==> config.mk <==
export PLATFORM = sky130hd
export DESIGN_NAME = seven_segment_scanner
export DESIGN_NICKNAME = d
export VERILOG_FILES = /design/src/rtl/seven_segment_scanner.sv
export SDC_FILE = /design/constraint.sdc
export NUM_CORES = 1
export LEC_CHECK = 0
export ABC_AREA = 1
export CORE_MARGIN = 1
export CORE_UTILIZATION = 50
export CTS_CLUSTER_DIAMETER = 150
export DETAILED_ROUTE_END_ITERATION = 10
export PLACE_DENSITY = 0.74
export REMOVE_ABC_BUFFERS = 1
export SKIP_CTS_REPAIR_TIMING = 1
export SYNTH_ARGS = -nofsm -noshare
export SYNTH_HDL_FRONTEND = slang
export SYNTH_SLANG_ARGS = --single-unit
==> constraint.sdc <==
create_clock -name clk_in -period 4.8 [get_ports clk_in]
set_input_delay 1.44 -clock clk_in [delete_from_list [all_inputs] [get_ports clk_in]]
set_output_delay 1.44 -clock clk_in [all_outputs]
set_load 0.01 [all_outputs]
==> src/rtl/seven_segment_scanner.sv <==
// Multiplexed common-anode seven-segment driver with frame-synchronised inputs,
// leading-zero suppression and PWM brightness. Every output is registered and
// shows the slot counter and digit index from the previous cycle.
module seven_segment_scanner #(
    parameter int unsigned NUM_DIGITS   = 8,
    parameter int unsigned COUNT_PERIOD = 100000,
    parameter int unsigned BRIGHT_BITS  = 4
) (
    input  logic                      clk_in,
    input  logic                      rst_in,
    input  logic [4*NUM_DIGITS-1:0]   val_in,
    input  logic [NUM_DIGITS-1:0]     dp_in,
    input  logic [NUM_DIGITS-1:0]     digit_en_in,
    input  logic                      lz_blank_in,
    input  logic [BRIGHT_BITS-1:0]    brightness_in,
    output logic [6:0]                cat_out,
    output logic                      dp_out,
    output logic [NUM_DIGITS-1:0]     an_out,
    output logic                      frame_out
);

    localparam int unsigned CNT_W  = (COUNT_PERIOD > 1) ? $clog2(COUNT_PERIOD) : 1;
    localparam int unsigned IDX_W  = (NUM_DIGITS > 1) ? $clog2(NUM_DIGITS) : 1;
    localparam int unsigned PROD_W = BRIGHT_BITS + 32;

    localparam logic [CNT_W-1:0] SLOT_LAST = CNT_W'(COUNT_PERIOD - 1);
    localparam logic [IDX_W-1:0] IDX_LAST  = IDX_W'(NUM_DIGITS - 1);

    // Scan position
    logic [CNT_W-1:0] slot_cnt;
    logic [IDX_W-1:0] digit_idx;

    // Shadow copies of the inputs, updated only at frame boundaries
    logic [4*NUM_DIGITS-1:0] sh_val;
    logic [NUM_DIGITS-1:0]   sh_dp;
    logic [NUM_DIGITS-1:0]   sh_en;
    logic                    sh_lz;
    logic [BRIGHT_BITS-1:0]  sh_bright;

    logic                    slot_last;
    logic                    frame_last;
    logic [PROD_W-1:0]       on_prod;
    logic [PROD_W-1:0]       on_time;
    logic                    lit;
    logic [3:0]              nibble;
    logic                    zero_run;
    logic [NUM_DIGITS-1:0]   lz_mask;
    logic [NUM_DIGITS-1:0]   an_next;
    logic [6:0]              cat_next;
    logic                    dp_next;
    logic                    frame_next;

    // Hex digit to active-high segment pattern (a on bit 0 .. g on bit 6)
    function automatic logic [6:0] glyph(input logic [3:0] hex);
        logic [6:0] seg;
        seg = 7'h00;
        case (hex)
            4'h0: seg = 7'h3F;
            4'h1: seg = 7'h06;
            4'h2: seg = 7'h5B;
            4'h3: seg = 7'h4F;
            4'h4: seg = 7'h66;
            4'h5: seg = 7'h6D;
            4'h6: seg = 7'h7D;
            4'h7: seg = 7'h07;
            4'h8: seg = 7'h7F;
            4'h9: seg = 7'h6F;
            4'hA: seg = 7'h77;
            4'hB: seg = 7'h7C;
            4'hC: seg = 7'h39;
            4'hD: seg = 7'h5E;
            4'hE: seg = 7'h79;
            4'hF: seg = 7'h71;
        endcase
        return seg;
    endfunction

    // Slot and frame boundary detection
    always_comb begin
        slot_last  = (slot_cnt == SLOT_LAST);
        frame_last = slot_last && (digit_idx == IDX_LAST);
    end

    // Slot counter and digit index; a disabled digit still consumes its slot
    always_ff @(posedge clk_in or posedge rst_in) begin
        if (rst_in) begin
            slot_cnt  <= '0;
            digit_idx <= '0;
        end else if (slot_last) begin
            slot_cnt  <= '0;
            digit_idx <= (digit_idx == IDX_LAST) ? '0 : digit_idx + 1'b1;
        end else begin
            slot_cnt  <= slot_cnt + 1'b1;
        end
    end

    // Capture inputs on the last cycle of a frame so a frame is never torn
    always_ff @(posedge clk_in or posedge rst_in) begin
        if (rst_in) begin
            sh_val    <= '0;
            sh_dp     <= '0;
            sh_en     <= '0;
            sh_lz     <= 1'b0;
            sh_bright <= '0;
        end else if (frame_last) begin
            sh_val    <= val_in;
            sh_dp     <= dp_in;
            sh_en     <= digit_en_in;
            sh_lz     <= lz_blank_in;
            sh_bright <= brightness_in;
        end
    end

    // PWM window: lit while slot counter is below the scaled on-time
    always_comb begin
        on_prod = (PROD_W'(sh_bright) + PROD_W'(1)) * PROD_W'(COUNT_PERIOD);
        on_time = on_prod >> BRIGHT_BITS;
        lit     = sh_en[digit_idx] && (PROD_W'(slot_cnt) < on_time);
        nibble  = sh_val[{digit_idx, 2'b00} +: 4];
    end

    // Leading-zero mask: digit i is blankable when it and all higher nibbles are zero
    always_comb begin
        zero_run = 1'b1;
        lz_mask  = '0;
        for (int i = int'(NUM_DIGITS) - 1; i >= 0; i--) begin
            zero_run = zero_run & (sh_val[4*i +: 4] == 4'h0);
            if (i != 0) begin
                lz_mask[i] = zero_run;
            end
        end
    end

    // Next output values; everything dark outside the lit window to avoid ghosting
    always_comb begin
        an_next    = '1;
        cat_next   = 7'h7F;
        dp_next    = 1'b1;
        frame_next = (slot_cnt == '0) && (digit_idx == '0);
        if (lit) begin
            an_next[digit_idx] = 1'b0;
            cat_next = (sh_lz && lz_mask[digit_idx]) ? 7'h7F : ~glyph(nibble);
            dp_next  = ~sh_dp[digit_idx];
        end
    end

    // Output registers
    always_ff @(posedge clk_in or posedge rst_in) begin
        if (rst_in) begin
            an_out    <= '1;
            cat_out   <= 7'h7F;
            dp_out    <= 1'b1;
            frame_out <= 1'b0;
        end else begin
            an_out    <= an_next;
            cat_out   <= cat_next;
            dp_out    <= dp_next;
            frame_out <= frame_next;
        end
    end

endmodule

-- After elaboration in Yosys (flattened, before gate mapping)
Memories as Yosys holds them, arrays and structs flattened.
Index checks and enable logic that the tools add are counted.
- flip-flop bits (word level): 90
- memories: 1
- output and inout port bits: 17
- memory bits (read-only): 112
- input port bits: 55
- add/subtract/negate cells: 3
- shift operators: 1
- order comparisons: 3
- reductions and logical operators: 14
- multipliers: 1
- mux-type cells: 15
- equal/unequal tests: 2
- bitwise operators: 9
- memory list (memory ; depth ; bits a word ; read ports ; clocked after Yosys merged registers in ; write ports ; RTL line ; source):
    (name not given) ; 16 ; 7 ; 1 ; 0 ; 0 ; 57 ; case (hex)
- operator list (operator ; number):
    32-bit by 6-bit indexed part select with 4-bit output ; 1
    4-bit zero test ; 7
    7-bit two-way mux ; 3
    17-bit by 18-bit < comparator with 1-bit output ; 1
    17-bit by 1-bit adder with 17-bit output (second input constant) ; 1
    17-bit == test (second input constant) ; 1
    17-bit zero test ; 1
    5-bit by 12-bit multiplier with 17-bit output (second input constant) ; 1
    17-bit two-way mux ; 1
    1-bit binary-select mux with 3-bit select ; 3
    8-bit two-way mux ; 1
    8-bit inverter ; 1
    7-bit inverter ; 1
    1-bit AND ; 6
    4-bit by 1-bit adder with 5-bit output (second input constant) ; 1
    1-bit logical AND ; 5
    1-bit two-way mux ; 5
    3-bit by 4-bit < comparator with 1-bit output (second input constant) ; 1
    3-bit by 1-bit adder with 3-bit output (second input constant) ; 1
    1-bit demux with 3-bit select ; 1
    3-bit == test (second input constant) ; 1
    3-bit by 1-bit >= comparator with 1-bit output (second input constant) ; 1
    3-bit zero test ; 1
    3-bit two-way mux ; 1
    1-bit inverter ; 1

-- Depth between registers and ports, before layout
- word-level depth: 12
- gate-level depth with buffers: 28
- mapped depth without buffers: 27

-- Least setup slack after synthesis
Ideal clock, no wire load.
- kind: register -> register
- from: reg sh_bright[0]
- to: reg an_out[3]
- cell stages (with the launch flop): 27
- slack: 0.512 ns
- arrival time: 4.194 ns
- setup time: 0.094 ns
- clock period less this slack: 4.288 ns
- path through: dfrtp_1 ha_1 xor2_1 ha_1 xnor2_1 ha_1 a21o_1 ha_1 ha_1 inv_1 o21bai_1 nand3_1 and3_1 o21ai_0 xor2_1 ha_1 inv_1 nor3_1 nor3_1 nand2_1 nand2_1 nand2_1 nand2_1 nand2_1 nand2_1 buf_4 nand3_1
- cells in the longest elaborated chain, start to end: 5
- ends and longest elaborated chain (what ; RTL line ; source):
    start: declaration ; 38 ; logic [BRIGHT_BITS-1:0] sh_bright;
    start signal: assignment ; 110 ; sh_bright <= brightness_in;
    4-bit by 1-bit adder with 5-bit output ; 116 ; on_prod = (PROD_W'(sh_bright) + PROD_W'(1)) * PROD_W'(COUNT_PERIOD);
    5-bit by 12-bit multiplier with 17-bit output ; 116 ;
    17-bit by 18-bit < comparator with 1-bit output ; 118 ; lit = sh_en[digit_idx] && (PROD_W'(slot_cnt) < on_time);
    1-bit logical AND ; 118 ;
    8-bit two-way mux ; 140 ; if (lit) begin
    net an_next[3] ; 48 ; logic [NUM_DIGITS-1:0] an_next;
    end signal: assignment ; 155 ; an_out <= an_next;
    end: declaration ; 18 ; output logic [NUM_DIGITS-1:0] an_out,
The timed path passes the listed nets, and every way through them passes these cells.
A chain may end at the register's enable or synchronous reset.

-- Worst setup path in the final report
- from: reg sh_bright[1]
- to: reg cat_out[6]
- cells in the longest elaborated chain, start to end: 5
- ends and longest elaborated chain (what ; RTL line ; source):
    4-bit by 1-bit adder with 5-bit output ; 116 ;
    5-bit by 12-bit multiplier with 17-bit output ; 116 ;
    17-bit by 18-bit < comparator with 1-bit output ; 118 ;
    1-bit logical AND ; 118 ;
    7-bit two-way mux ; 140 ;
    net cat_next[6] ; 49 ; logic [6:0] cat_next;
    end signal: assignment ; 156 ; cat_out <= cat_next;
    end: declaration ; 16 ; output logic [6:0] cat_out,
The timed path passes the listed nets, and every way through them passes these cells.

==> results_tabular.tex <==
\begin{tabular}{lr}
\hline
Metric & Value \\
\hline
\multicolumn{2}{l}{\textbf{Logic synthesis}} \\
\quad Number of synthesized register bits & 90 \\
\quad Largest cells by area after synthesis & dfrtp\_1 (31\%), mux2\_4 (12\%), ha\_1 (12\%) \\
\quad Biggest area consumer among synthesized cells & dfrtp\_1 \\
\quad Share of the yosys chip area belonging to registers & 37.58\% \\
\quad Post-synth design cell area & 0.006047 mm\^{}2 \\
\quad Cells after synthesis & 639 \\
\quad Synth warn & 0 \\
\quad Area share of the leading cell type in the synthesized netlist & 30.62\% \\
\quad Avg Synthesized Cell Area & 9.463 um\^{}2 \\
\quad Synth unique cells & 51 \\
\multicolumn{2}{l}{\textbf{CTS}} \\
\quad Buffer levels on the longest clock path & 2 \\
\quad Buffer cell driving the clock tree root & clkbuf\_16 \\
\quad Clk\_lat worst skew & 0.35 ns \\
\quad Num CTS Buffers & 9 \\
\quad Number of clock sinks & 90 \\
\quad Clock transition at the registers of the reported paths & 0.06 ns \\
\quad Maximum level of the CTS H-tree & 3 \\
\quad Clock tree from TritonCTS & done \\
\multicolumn{2}{l}{\textbf{Route}} \\
\quad Vias per std cell & 5.382 \\
\quad Total DRC errors in the routed layout & 3 \\
\quad Post-route ant nets & 0 \\
\quad Wire length reported by the detailed router & 13.60 mm \\
\quad Number of DRC markers after the initial detailed-route iteration & 217 \\
\quad Detailed-route wire length per cell & 15.77 um \\
\quad Total number of vias & 4639 \\
\quad Router iterations before antenna repair & 8 \\
\multicolumn{2}{l}{\textbf{Critical path}} \\
\quad Endpoint arrival time on the critical path & 4.65 ns \\
\quad Worst Setup End Kind & flip-flop \\
\quad Worst endpoint required time & 5.03 ns \\
\quad Category of the worst setup path launch point & flip-flop \\
\quad Peak fanout along the critical path & 16 \\
\quad Type of the worst setup path & flip-flop to flip-flop \\
\multicolumn{2}{l}{\textbf{Floorplanning}} \\
\quad Std-Cell Rows & 39 \\
\quad Starting Density & 52.07\% \\
\quad Total die area & 0.01254 mm\^{}2 \\
\quad Top Ports & 72 \\
\quad Die Width & 112.0 um \\
\quad Area inside the core boundary & 0.01161 mm\^{}2 \\
\quad Chip height & 112.0 um \\
\multicolumn{2}{l}{\textbf{Finish}} \\
\quad Antenna Cells & 0 \\
\quad Fraction of layout instances using a drive strength above 1 & 18.22\% \\
\quad Fillcell total & 957 \\
\quad Most common library cell in the layout ignoring fill and taps & nand2\_1 \\
\quad Area taken by flip-flops and latches & 0.002275 mm\^{}2 \\
\quad Commonest cells after routing, fill and taps aside & nand2\_1 (108), inv\_1 (72), dfrtp\_1 (72) \\
\quad NumNets Final & 828 \\
\quad Area growth from synthesis to layout & 18.21\% \\
\quad Combined area of the multi-input logic cells & 0.003322 mm\^{}2 \\
\multicolumn{2}{l}{\textbf{Global routing}} \\
\quad Antenna violations before repair & 0 \\
\quad First-pass GRT wire length & 23.59 mm \\
\quad Via count of the first global-routing pass & 4838 \\
\quad Pin count of the biggest net entering global routing & 54 \\
\quad Total global-route track usage & 23.72\% \\
\quad Overflow left after global routing & 0 \\
\multicolumn{2}{l}{\textbf{Pwr}} \\
\quad Worst vdd ir & 0.1874 mV \\
\quad Overall power & 1.911 mW \\
\quad Ratio of total power to cell area & 267.3 mW/mm\^{}2 \\
\quad Static leakage & 3.649 nW \\
\multicolumn{2}{l}{\textbf{Timing}} \\
\quad Final Hold Fails & 0 \\
\quad Share of the clock period used by the worst path after layout & 92.14\% \\
\quad Maximum clock frequency & 0.2261 GHz \\
\quad Fin Setup TNS & 0 ns \\
\quad Finish-stage setup viols & 0 \\
\quad Min Hold Slack & 0.5094 ns \\
\quad Relative slew margins & 36.97\% \\
\quad Number of pins exceeding their max-slew limit in the final report & 0 \\
\quad Setup Skew & 0.006106 ns \\
\quad Transition time of the tightest slew-check pin & 0.9384 ns \\
\quad Final min period & 4.423 ns \\
\quad Setup repair after global routing missed its margin & false \\
\multicolumn{2}{l}{\textbf{Place}} \\
\quad GPL Wtd Cong & 0.9028 \\
\quad Detail Placement HPWL & 10.27 mm \\
\quad Port bufs & 71 \\
\multicolumn{2}{l}{\textbf{Worst hold path}} \\
\quad Path type of the worst min-delay path & flip-flop to flip-flop \\
\multicolumn{2}{l}{\textbf{Job}} \\
\quad Max-cap violation count & 0 \\
\multicolumn{2}{l}{\textbf{Outcome}} \\
\quad Run status & finished with violations \\
\quad Violations in the final reports & DRC \\
\hline
\end{tabular}
[area by class of cell]
type,count,share of cell area [%]
Clock buffer,11,3.256
Tap cell,143,2.503
Timing Repair Buffer,77,10.75
Inverter,82,4.428
Sequential cell,90,31.82
Multi-Input combinational cell,454,46.47
Clock inverter,5,0.7702
[stage by stage]
step                      utilization (%)  instances  setup WS [ns]  cell area (um^2)
after floorplan                         -        626         0.4433              5884
after global routing                61.55        862        0.01037              7148
after detailed placement            58.58        842      -0.007222              6803
after global placement              58.58        842         0.3006              6803
final                               61.55        862         0.3773              7148
after CTS                           61.05        858       0.001333              7091
[kinds of logic (layout without fill, tap and decap cells)]
family / after synthesis / after routing / synth area share (%)
buffers and inverters: 95 / 175 / 7.904
DFF: 90 / 90 / 37.58
muxes: 53 / 53 / 12.97
xor gates and xnor gates: 19 / 19 / 2.752
adders and majority gates: 59 / 59 / 12.33
AOI/OAI and AO/OA: 68 / 68 / 6.663
and+or+nand+nor: 255 / 255 / 19.80
[Yosys cell counts (all sizes together)]
master and number:
or4 1, nor2 62, nand2 115, nand4 9, a21oi 20, a31o 1
dfstp 16, o21bai 1, and3 2, o221a 1, nand3 48, o22ai 8
a41oi 1, ha 58, clkbuf 2, nor3 10, mux2 53, buf 11
a31oi 3, o2111ai 1, dfrtp 74, o21a 1, inv 82, o22a 1
o21ai 26, a21o 1, nor4 6, o2bb2ai 1, or2 2, a22o 1
xnor2 6, a211oi 1, xor2 13, fa 1
[power breakdown]
part / internal, mW / total (mW) / switching [mW]
registers: 0.792 / 0.814 / 0.0221
logic: 0.195 / 0.404 / 0.209
clock network: 0.402 / 0.693 / 0.291
[critical path: stages (launching register included)]
cell,delay (ns)
dfrtp_1,0.45
ha_2,0.26
nand2_1,0.11
nor2_4,0.16
ha_1,0.23
xnor2_1,0.10
ha_1,0.18
a21o_1,0.15
ha_1,0.27
ha_1,0.35
inv_1,0.08
o21bai_1,0.19
nand3_1,0.09
and3_1,0.18
o21ai_1,0.19
xor2_1,0.17
ha_1,0.25
inv_1,0.08
nor3_1,0.06
nor3_1,0.13
nand2_1,0.07
nand2_1,0.05
nand2_1,0.04
nand2_1,0.05
nand2_1,0.05
nand2_1,0.05
buf_4,0.22
nand3_1,0.10
[sequential cells by signal (all words and copies together) (netlist names)]
| register | count |
|---|---|
| sh_val | 32 |
| sh_bright | 4 |
| dp_out | 1 |
| sh_lz | 1 |
| sh_en | 8 |
| digit_idx | 3 |
| sh_dp | 8 |
| an_out | 8 |
| frame_out | 1 |
| slot_cnt | 17 |
| cat_out | 7 |
[routing by layer]
metal	global-route usage, %	up-vias	share of wire (%)	routed length [um]
met3	4.028	30	4.1	562
li1	-	2282	-	-
met5	0	-	0	0
met1	30.14	2187	45	6082
met2	40.04	140	49	6657
met4	9.956	0	2.2	293
[path summary, 6_finish.rpt]
check	startpoint	endpoint	slack (ns)	cells after the start
worst max-delay path	sh_bright[1]	cat_out[6]	0.38	27
worst min-delay path	slot_cnt[0]	slot_cnt[0]	0.51	1
worst max register to register	sh_bright[1]	cat_out[6]	0.38	27
worst min register to register	slot_cnt[0]	slot_cnt[0]	0.51	1
max in group asynchronous	rst_in	an_out[3]	2.49	3
min in group asynchronous	rst_in	sh_en[5]	1.57	2
No activity file was read; power rests on OpenSTA's default activity.
